## config.mk

```make
export PLATFORM = sky130hd
export DESIGN_NAME = csirx_packet_handler
export DESIGN_NICKNAME = d
export VERILOG_FILES = /design/src/rtl/csirx_packet_handler.sv
export SDC_FILE = /design/constraint.sdc
export NUM_CORES = 1
export LEC_CHECK = 0
export ABC_AREA = 1
export BUFFER_PORTS_ARGS = -buffer_cell sky130_fd_sc_hd__buf_2
export CELL_PAD_IN_SITES_DETAIL_PLACEMENT = 1
export CELL_PAD_IN_SITES_GLOBAL_PLACEMENT = 2
export CORE_ASPECT_RATIO = 1.1
export CORE_MARGIN = 4
export CORE_UTILIZATION = 30
export DETAILED_ROUTE_END_ITERATION = 8
export PLACE_DENSITY_LB_ADDON = 0.25
export SLEW_MARGIN = 20
export SYNTH_ARGS = -nofsm -noshare
export SYNTH_HDL_FRONTEND = slang
export SYNTH_SLANG_ARGS = --single-unit
```

## constraint.sdc

```tcl
create_clock -name clk -period 2.21 [get_ports clk]
set_input_delay 0.221 -clock clk [delete_from_list [all_inputs] [get_ports clk]]
set_output_delay 0.221 -clock clk [all_outputs]
set_load 0.01 [all_outputs]
```

## src/rtl/csirx_packet_handler.sv

```systemverilog
// CSI-2 packet handler: parses the DI/WC/ECC header from aligned two-lane words, emits sync
// pulses for short packets and forwards long-packet payload with byte enables, dropping the CRC.
module csirx_packet_handler #(
  parameter logic [1:0] VC_SELECT = 2'd0,
  parameter bit         VC_FILTER = 1'b0
) (
  input  logic        clk,
  input  logic        reset,
  input  logic [15:0] word_in,
  input  logic        word_valid,
  output logic        frame_start,
  output logic        frame_end,
  output logic        line_start,
  output logic        line_end,
  output logic [15:0] frame_num,
  output logic [5:0]  data_type,
  output logic [1:0]  virtual_channel,
  output logic [15:0] payload,
  output logic        payload_valid,
  output logic [1:0]  payload_be,
  output logic        payload_last,
  output logic        hdr_ecc_err,
  output logic        pkt_truncated
);

  typedef enum logic [1:0] {StHdr0, StHdr1, StPayload, StDrain} state_e;

  // CSI-2 Hamming parity over {WC[15:8], WC[7:0], DI}; each mask selects the bits feeding P0..P5.
  function automatic logic [5:0] calc_ecc(input logic [23:0] d);
    logic [5:0] p;
    p[0] = ^(d & 24'hF12CB7);
    p[1] = ^(d & 24'hF2555B);
    p[2] = ^(d & 24'h749A6D);
    p[3] = ^(d & 24'hB8E38E);
    p[4] = ^(d & 24'hDF03F0);
    p[5] = ^(d & 24'hEFFC00);
    return p;
  endfunction

  state_e      state_q, state_d;
  logic [7:0]  di_q, di_d;
  logic [7:0]  wc_lo_q, wc_lo_d;
  logic [15:0] rem_q, rem_d;
  logic        fs_q, fs_d, fe_q, fe_d, ls_q, ls_d, le_q, le_d;
  logic        err_q, err_d, trunc_q, trunc_d;
  logic [15:0] fnum_q, fnum_d;
  logic [5:0]  dt_q, dt_d;
  logic [1:0]  vc_q, vc_d;
  logic [15:0] pay_q, pay_d;
  logic        pv_q, pv_d, last_q, last_d;
  logic [1:0]  be_q, be_d;

  logic [15:0] hdr_wc;
  logic [5:0]  hdr_dt;
  logic [1:0]  hdr_vc;
  logic        ecc_ok, vc_ok, is_short;

  assign hdr_wc   = {word_in[15:8], wc_lo_q};
  assign hdr_dt   = di_q[5:0];
  assign hdr_vc   = di_q[7:6];
  assign ecc_ok   = (word_in[7:0] == {2'b00, calc_ecc({hdr_wc, di_q})});
  assign vc_ok    = !VC_FILTER || (hdr_vc == VC_SELECT);
  assign is_short = (hdr_dt <= 6'h0F);

  always_ff @(posedge clk or posedge reset) begin
    if (reset) begin
      state_q <= StHdr0;
    end else begin
      state_q <= state_d;
    end
  end

  always_comb begin
    state_d = state_q;
    if (!word_valid) begin
      state_d = StHdr0;
    end else begin
      unique case (state_q)
        StHdr0:    state_d = StHdr1;
        StHdr1: begin
          if (!ecc_ok || !vc_ok || is_short || (hdr_wc == 16'd0)) state_d = StDrain;
          else                                                     state_d = StPayload;
        end
        StPayload: if (rem_q <= 16'd2) state_d = StDrain;
        StDrain:   state_d = StDrain;
      endcase
    end
  end

  always_comb begin
    di_d    = di_q;
    wc_lo_d = wc_lo_q;
    rem_d   = rem_q;
    fs_d    = 1'b0;
    fe_d    = 1'b0;
    ls_d    = 1'b0;
    le_d    = 1'b0;
    err_d   = 1'b0;
    trunc_d = 1'b0;
    fnum_d  = fnum_q;
    dt_d    = dt_q;
    vc_d    = vc_q;
    pay_d   = pay_q;
    pv_d    = 1'b0;
    be_d    = 2'b00;
    last_d  = 1'b0;
    if (!word_valid) begin
      // Burst ended while header or payload was still owed.
      if (state_q == StHdr1 || (state_q == StPayload && rem_q != 16'd0)) trunc_d = 1'b1;
    end else begin
      unique case (state_q)
        StHdr0: begin
          di_d    = word_in[15:8];
          wc_lo_d = word_in[7:0];
        end
        StHdr1: begin
          if (!ecc_ok) begin
            err_d = 1'b1;
          end else if (vc_ok) begin
            vc_d = hdr_vc;
            if (is_short) begin
              case (hdr_dt)
                6'h00: begin fs_d = 1'b1; fnum_d = hdr_wc; end
                6'h01: begin fe_d = 1'b1; fnum_d = hdr_wc; end
                6'h02: ls_d = 1'b1;
                6'h03: le_d = 1'b1;
                default: ;
              endcase
            end else begin
              dt_d  = hdr_dt;
              rem_d = hdr_wc;
            end
          end
        end
        StPayload: begin
          pay_d  = word_in;
          pv_d   = 1'b1;
          last_d = (rem_q <= 16'd2);
          if (rem_q >= 16'd2) begin
            be_d  = 2'b11;
            rem_d = rem_q - 16'd2;
          end else begin
            // Low byte of an odd-length tail is the first CRC byte.
            be_d  = 2'b10;
            rem_d = 16'd0;
          end
        end
        StDrain: ;
      endcase
    end
  end

  always_ff @(posedge clk or posedge reset) begin
    if (reset) begin
      di_q    <= '0;
      wc_lo_q <= '0;
      rem_q   <= '0;
      fs_q    <= 1'b0;
      fe_q    <= 1'b0;
      ls_q    <= 1'b0;
      le_q    <= 1'b0;
      err_q   <= 1'b0;
      trunc_q <= 1'b0;
      fnum_q  <= '0;
      dt_q    <= '0;
      vc_q    <= '0;
      pay_q   <= '0;
      pv_q    <= 1'b0;
      be_q    <= '0;
      last_q  <= 1'b0;
    end else begin
      di_q    <= di_d;
      wc_lo_q <= wc_lo_d;
      rem_q   <= rem_d;
      fs_q    <= fs_d;
      fe_q    <= fe_d;
      ls_q    <= ls_d;
      le_q    <= le_d;
      err_q   <= err_d;
      trunc_q <= trunc_d;
      fnum_q  <= fnum_d;
      dt_q    <= dt_d;
      vc_q    <= vc_d;
      pay_q   <= pay_d;
      pv_q    <= pv_d;
      be_q    <= be_d;
      last_q  <= last_d;
    end
  end

  assign frame_start     = fs_q;
  assign frame_end       = fe_q;
  assign line_start      = ls_q;
  assign line_end        = le_q;
  assign frame_num       = fnum_q;
  assign data_type       = dt_q;
  assign virtual_channel = vc_q;
  assign payload         = pay_q;
  assign payload_valid   = pv_q;
  assign payload_be      = be_q;
  assign payload_last    = last_q;
  assign hdr_ecc_err     = err_q;
  assign pkt_truncated   = trunc_q;

endmodule

```

==> impl_metrics.xml <==
<?xml version="1.0" encoding="UTF-8"?>
<metrics>
  <group name="logic_synthesis">
    <metric name="synthCells" unit="">630</metric>
    <metric name="synth_enable_flop_cells" unit="">0</metric>
    <metric name="yosysMostFrequentCell" unit="">nand2_1</metric>
    <metric name="post_synth_main_area_contributors" unit="">dfrtp_1, nand2_1, inv_1</metric>
    <metric name="summed_instance_area_of_the_synthesized_netlist" unit="µm²">4890</metric>
    <metric name="synth_seq_cells" unit="">83</metric>
    <metric name="synth_cell_types" unit="">34</metric>
    <metric name="yosysTopAreaCell" unit="">dfrtp_1</metric>
    <metric name="ys_seq_area_share" unit="%">42.4</metric>
    <metric name="synth.net_count" unit="">664</metric>
    <metric name="synth.avg_cell_area" unit="µm²">7.77</metric>
    <metric name="yosys_warnings" unit="">0</metric>
    <metric name="yosysTopAreaCellShare" unit="%">42.4</metric>
    <metric name="cell_types_with_the_highest_counts_after_synthesis" unit="">nand2_1, dfrtp_1, inv_1, nand3_1, o21ai_0</metric>
    <metric name="dominantRegCellSynth" unit="">dfrtp_1</metric>
    <metric name="synthArstFlopShare" unit="%">100</metric>
  </group>
  <group name="place">
    <metric name="dp.cells" unit="">933</metric>
    <metric name="dp_hpwl" unit="µm">12200</metric>
    <metric name="globalplace.congestion" unit="">0.818</metric>
    <metric name="placement.io_buffers" unit="">68</metric>
  </group>
  <group name="setup_path">
    <metric name="max_stage_delay" unit="ps">380</metric>
    <metric name="critPathBufInv" unit="">4</metric>
    <metric name="crit_path_end_kind" unit="">register</metric>
    <metric name="crit_path_cell_trace" unit="">inv_2, ha_4, nand2_2, nand2_2, nand2_1, nand2_1, nand2_2, nand2_2, nand2_2, nand3_2, nand2_2, nor2_4, buf_6, nand3_4, inv_4, nand2_8, buf_12, nand2_4, o21ai_2</metric>
    <metric name="r2r_setup_slack" unit="ps">-100</metric>
    <metric name="r2r-start" unit="">di_q[1]</metric>
    <metric name="critPathArrivalTime" unit="ps">2550</metric>
    <metric name="critical-path-top-cell-by-count" unit="">nand2_2</metric>
    <metric name="cp_data_required_time" unit="ps">2450</metric>
    <metric name="timing.rr.end" unit="">frame_num[10]</metric>
    <metric name="critPathTopFamily" unit="">simple AND/OR/NAND/NOR gates</metric>
    <metric name="setup.worst_path.start_class" unit="">register</metric>
    <metric name="crit_cells" unit="">19</metric>
    <metric name="critical_path.max_fanout" unit="">8</metric>
    <metric name="critical_path.slowest_cell" unit="">dfrtp_1</metric>
    <metric name="critical_path_class" unit="">register to register</metric>
    <metric name="timing.reg2reg.worst_path_depth" unit="">19</metric>
  </group>
  <group name="detailed_routing">
    <metric name="ant_nets" unit="">0</metric>
    <metric name="postRouteWirelength" unit="µm">16900</metric>
    <metric name="drt_iter0_markers" unit="">166</metric>
    <metric name="route.detailed.vias_per_inst" unit="">4.84</metric>
    <metric name="route.vias.total" unit="">4685</metric>
    <metric name="drcViolationCount" unit="">0</metric>
    <metric name="avgRoutedWirePerCell" unit="µm">17.5</metric>
    <metric name="drtPass1Iterations" unit="">4</metric>
  </group>
  <group name="global_route">
    <metric name="grt_start_max_net_pins" unit="">59</metric>
    <metric name="globalRouteOverflowTotal" unit="">0</metric>
    <metric name="grt_pass1_vias" unit="">4853</metric>
    <metric name="antenna_found_initial" unit="">0</metric>
    <metric name="first_pass_grt_wire_length" unit="µm">27000</metric>
    <metric name="grt_use_total" unit="%">19.1</metric>
  </group>
  <group name="min_path">
    <metric name="hold_path_class" unit="">input pin to register</metric>
    <metric name="holdPathEnd" unit="">pkt_truncated</metric>
    <metric name="worst_hold_startpoint" unit="">word_valid</metric>
    <metric name="count_of_cells_along_the_worst_hold_path" unit="">2</metric>
  </group>
  <group name="floorplan">
    <metric name="die_ar" unit="µm²">18400</metric>
    <metric name="core_area" unit="µm²">15900</metric>
    <metric name="std_cell_rows" unit="">48</metric>
    <metric name="io-pin-count" unit="">69</metric>
    <metric name="initial_utilization" unit="%">30.9</metric>
    <metric name="floorplan.die.width" unit="µm">130</metric>
    <metric name="chipHeight" unit="µm">142</metric>
  </group>
  <group name="timing">
    <metric name="totalNegativeSetupSlack" unit="ps">-2380</metric>
    <metric name="layout_worst_path_cycle_share" unit="%">104</metric>
    <metric name="slew_violations" unit="">0</metric>
    <metric name="achievable-frequency" unit="MHz">433</metric>
    <metric name="finalSetupViolations" unit="">39</metric>
    <metric name="fin_skew" unit="ps">10.2</metric>
    <metric name="final.setup.worst_slack" unit="ps">-97.7</metric>
    <metric name="finalHoldViolCount" unit="">0</metric>
    <metric name="timing.max_slew.rel_slack" unit="%">57.2</metric>
    <metric name="finalWorstPathRequiredPeriod" unit="ps">2310</metric>
    <metric name="tightestPinTransition" unit="ps">640</metric>
    <metric name="rsz_0062_raised_after_global_routing" unit="">yes</metric>
  </group>
  <group name="cells_and_area">
    <metric name="layout_net_count" unit="">798</metric>
    <metric name="filler_cell_count" unit="">1951</metric>
    <metric name="ant_diodes" unit="">0</metric>
    <metric name="area.growth.synth_to_final" unit="%">35.5</metric>
    <metric name="drive_above_1_share" unit="%">35.4</metric>
    <metric name="instances_no_fill" unit="">968</metric>
  </group>
  <group name="clocking">
    <metric name="cts_tree" unit="">built</metric>
    <metric name="cts.root.buffer_cell" unit="">clkbuf_16</metric>
    <metric name="clk-insertion-delay-late" unit="ps">350</metric>
    <metric name="total_clock_buffers_created_by_cts" unit="">9</metric>
    <metric name="clkSlewWorstSetupHoldPaths" unit="ps">70</metric>
    <metric name="tritoncts_num_sinks" unit="">83</metric>
    <metric name="ctsLongestPathBuffers" unit="">2</metric>
    <metric name="htree_levels" unit="">3</metric>
  </group>
  <group name="power_and_ir_drop">
    <metric name="worst_ir_drop_vdd" unit="mV">0.503</metric>
    <metric name="cellLeakagePower" unit="µW">0.00341</metric>
    <metric name="power-per-cell-area" unit="nW/µm²">950</metric>
  </group>
  <group name="job">
    <metric name="drv_cap" unit="">0</metric>
  </group>
  <group name="outcome">
    <metric name="run_status" unit="">finished with violations</metric>
    <metric name="violations_in_the_final_reports" unit="">setup timing</metric>
  </group>
</metrics>
==> state kept, by name, summed over array words and instances (netlist names), 2 cells and up <==
register         cells
frame_num           16
payload             16
rem_q               16
di_q                 8
wc_lo_q              8
data_type            6
payload_be           2
state_q              2
virtual_channel      2
==> final cells by class <==
| class | count | area [µm²] | share of cell area (%) |
|---|---|---|---|
| multi-input combinational | 454 | 2720 | 41.1 |
| clock inverter | 5 | 38.8 | 0.585 |
| timing repair buffer | 141 | 1020 | 15.3 |
| tap | 200 | 250 | 3.77 |
| clock buffer | 10 | 229 | 3.45 |
| sequential | 83 | 2080 | 31.3 |
| inverter | 75 | 295 | 4.45 |
==> per-stage QoR <==
step	util, %	area [µm²]	power (µW)	hold WS, ps	setup WS, ps
2_1_floorplan	-	4910	3650	284	61.0
3_3_place_gp	36.7	5820	4420	327	-170
3_5_place_dp	36.7	5820	4490	340	-261
4_1_cts	40.8	6470	6210	62.3	-72.8
5_1_grt	41.8	6630	6790	91.9	-234
6_report	41.8	6630	6300	72.1	-97.7
==> repair_timing <==
| action | CTS | global route |
|---|---|---|
| gates cloned | 4 | 0 |
| buffers inserted | 10 | 6 |
| hold endpoints to repair | 25 | 0 |
| pin swaps | 18 | 22 |
| setup endpoints to repair | 44 | 46 |
| hold buffers | 1 | 0 |
| gates resized for setup | 55 | 39 |
==> worst max-delay path by stage <==
stage                     start             to  slack [ps]
global placement    word_in[14]   frame_num[3]        -170
CTS                     di_q[1]  frame_num[10]         -70
global route            di_q[1]  frame_num[10]        -230
detailed placement  word_in[14]  frame_num[10]        -260
finish                  di_q[1]  frame_num[10]        -100
floorplan            wc_lo_q[0]  frame_num[12]          60
==> logic make-up after synthesis <==
group	share of synthesized area, %
flops	42.4
buf+inv	8.69
fa+ha+maj	3.84
xor+xnor	5.55
compound gates	10.3
simple gates	29.1
==> power breakdown <==
group | leakage [µW] | internal (µW) | switching, µW
Combinational | 0.00220 | 1220 | 1600
Clock | 0.000129 | 762 | 658
Sequential | 0.00108 | 1780 | 279
Total | 0.00341 | 3760 | 2540
==> layout by cell type (no fill, tap or decap), types with 18 or more instances in the layout <==
cell type	synthesis	final
o21ai_0	36	35
nand2_1	207	178
inv_1	68	51
nor2_1	33	30
nand2_2	23	37
dfrtp_1	83	83
inv_2	4	18
nand3_1	39	37
buf_4	1	61
xnor2_1	20	18
buf_2	3	68
==> metal layers <==
layer,track usage (%),vias to the layer above,part of all wire [%]
met2,32.1,76,50
met5,0,-,0
met1,25.4,2320,44
met3,3.79,15,4.6
li1,-,2274,-
met4,4.43,0,1.3
No activity file was read; power rests on OpenSTA's default activity.
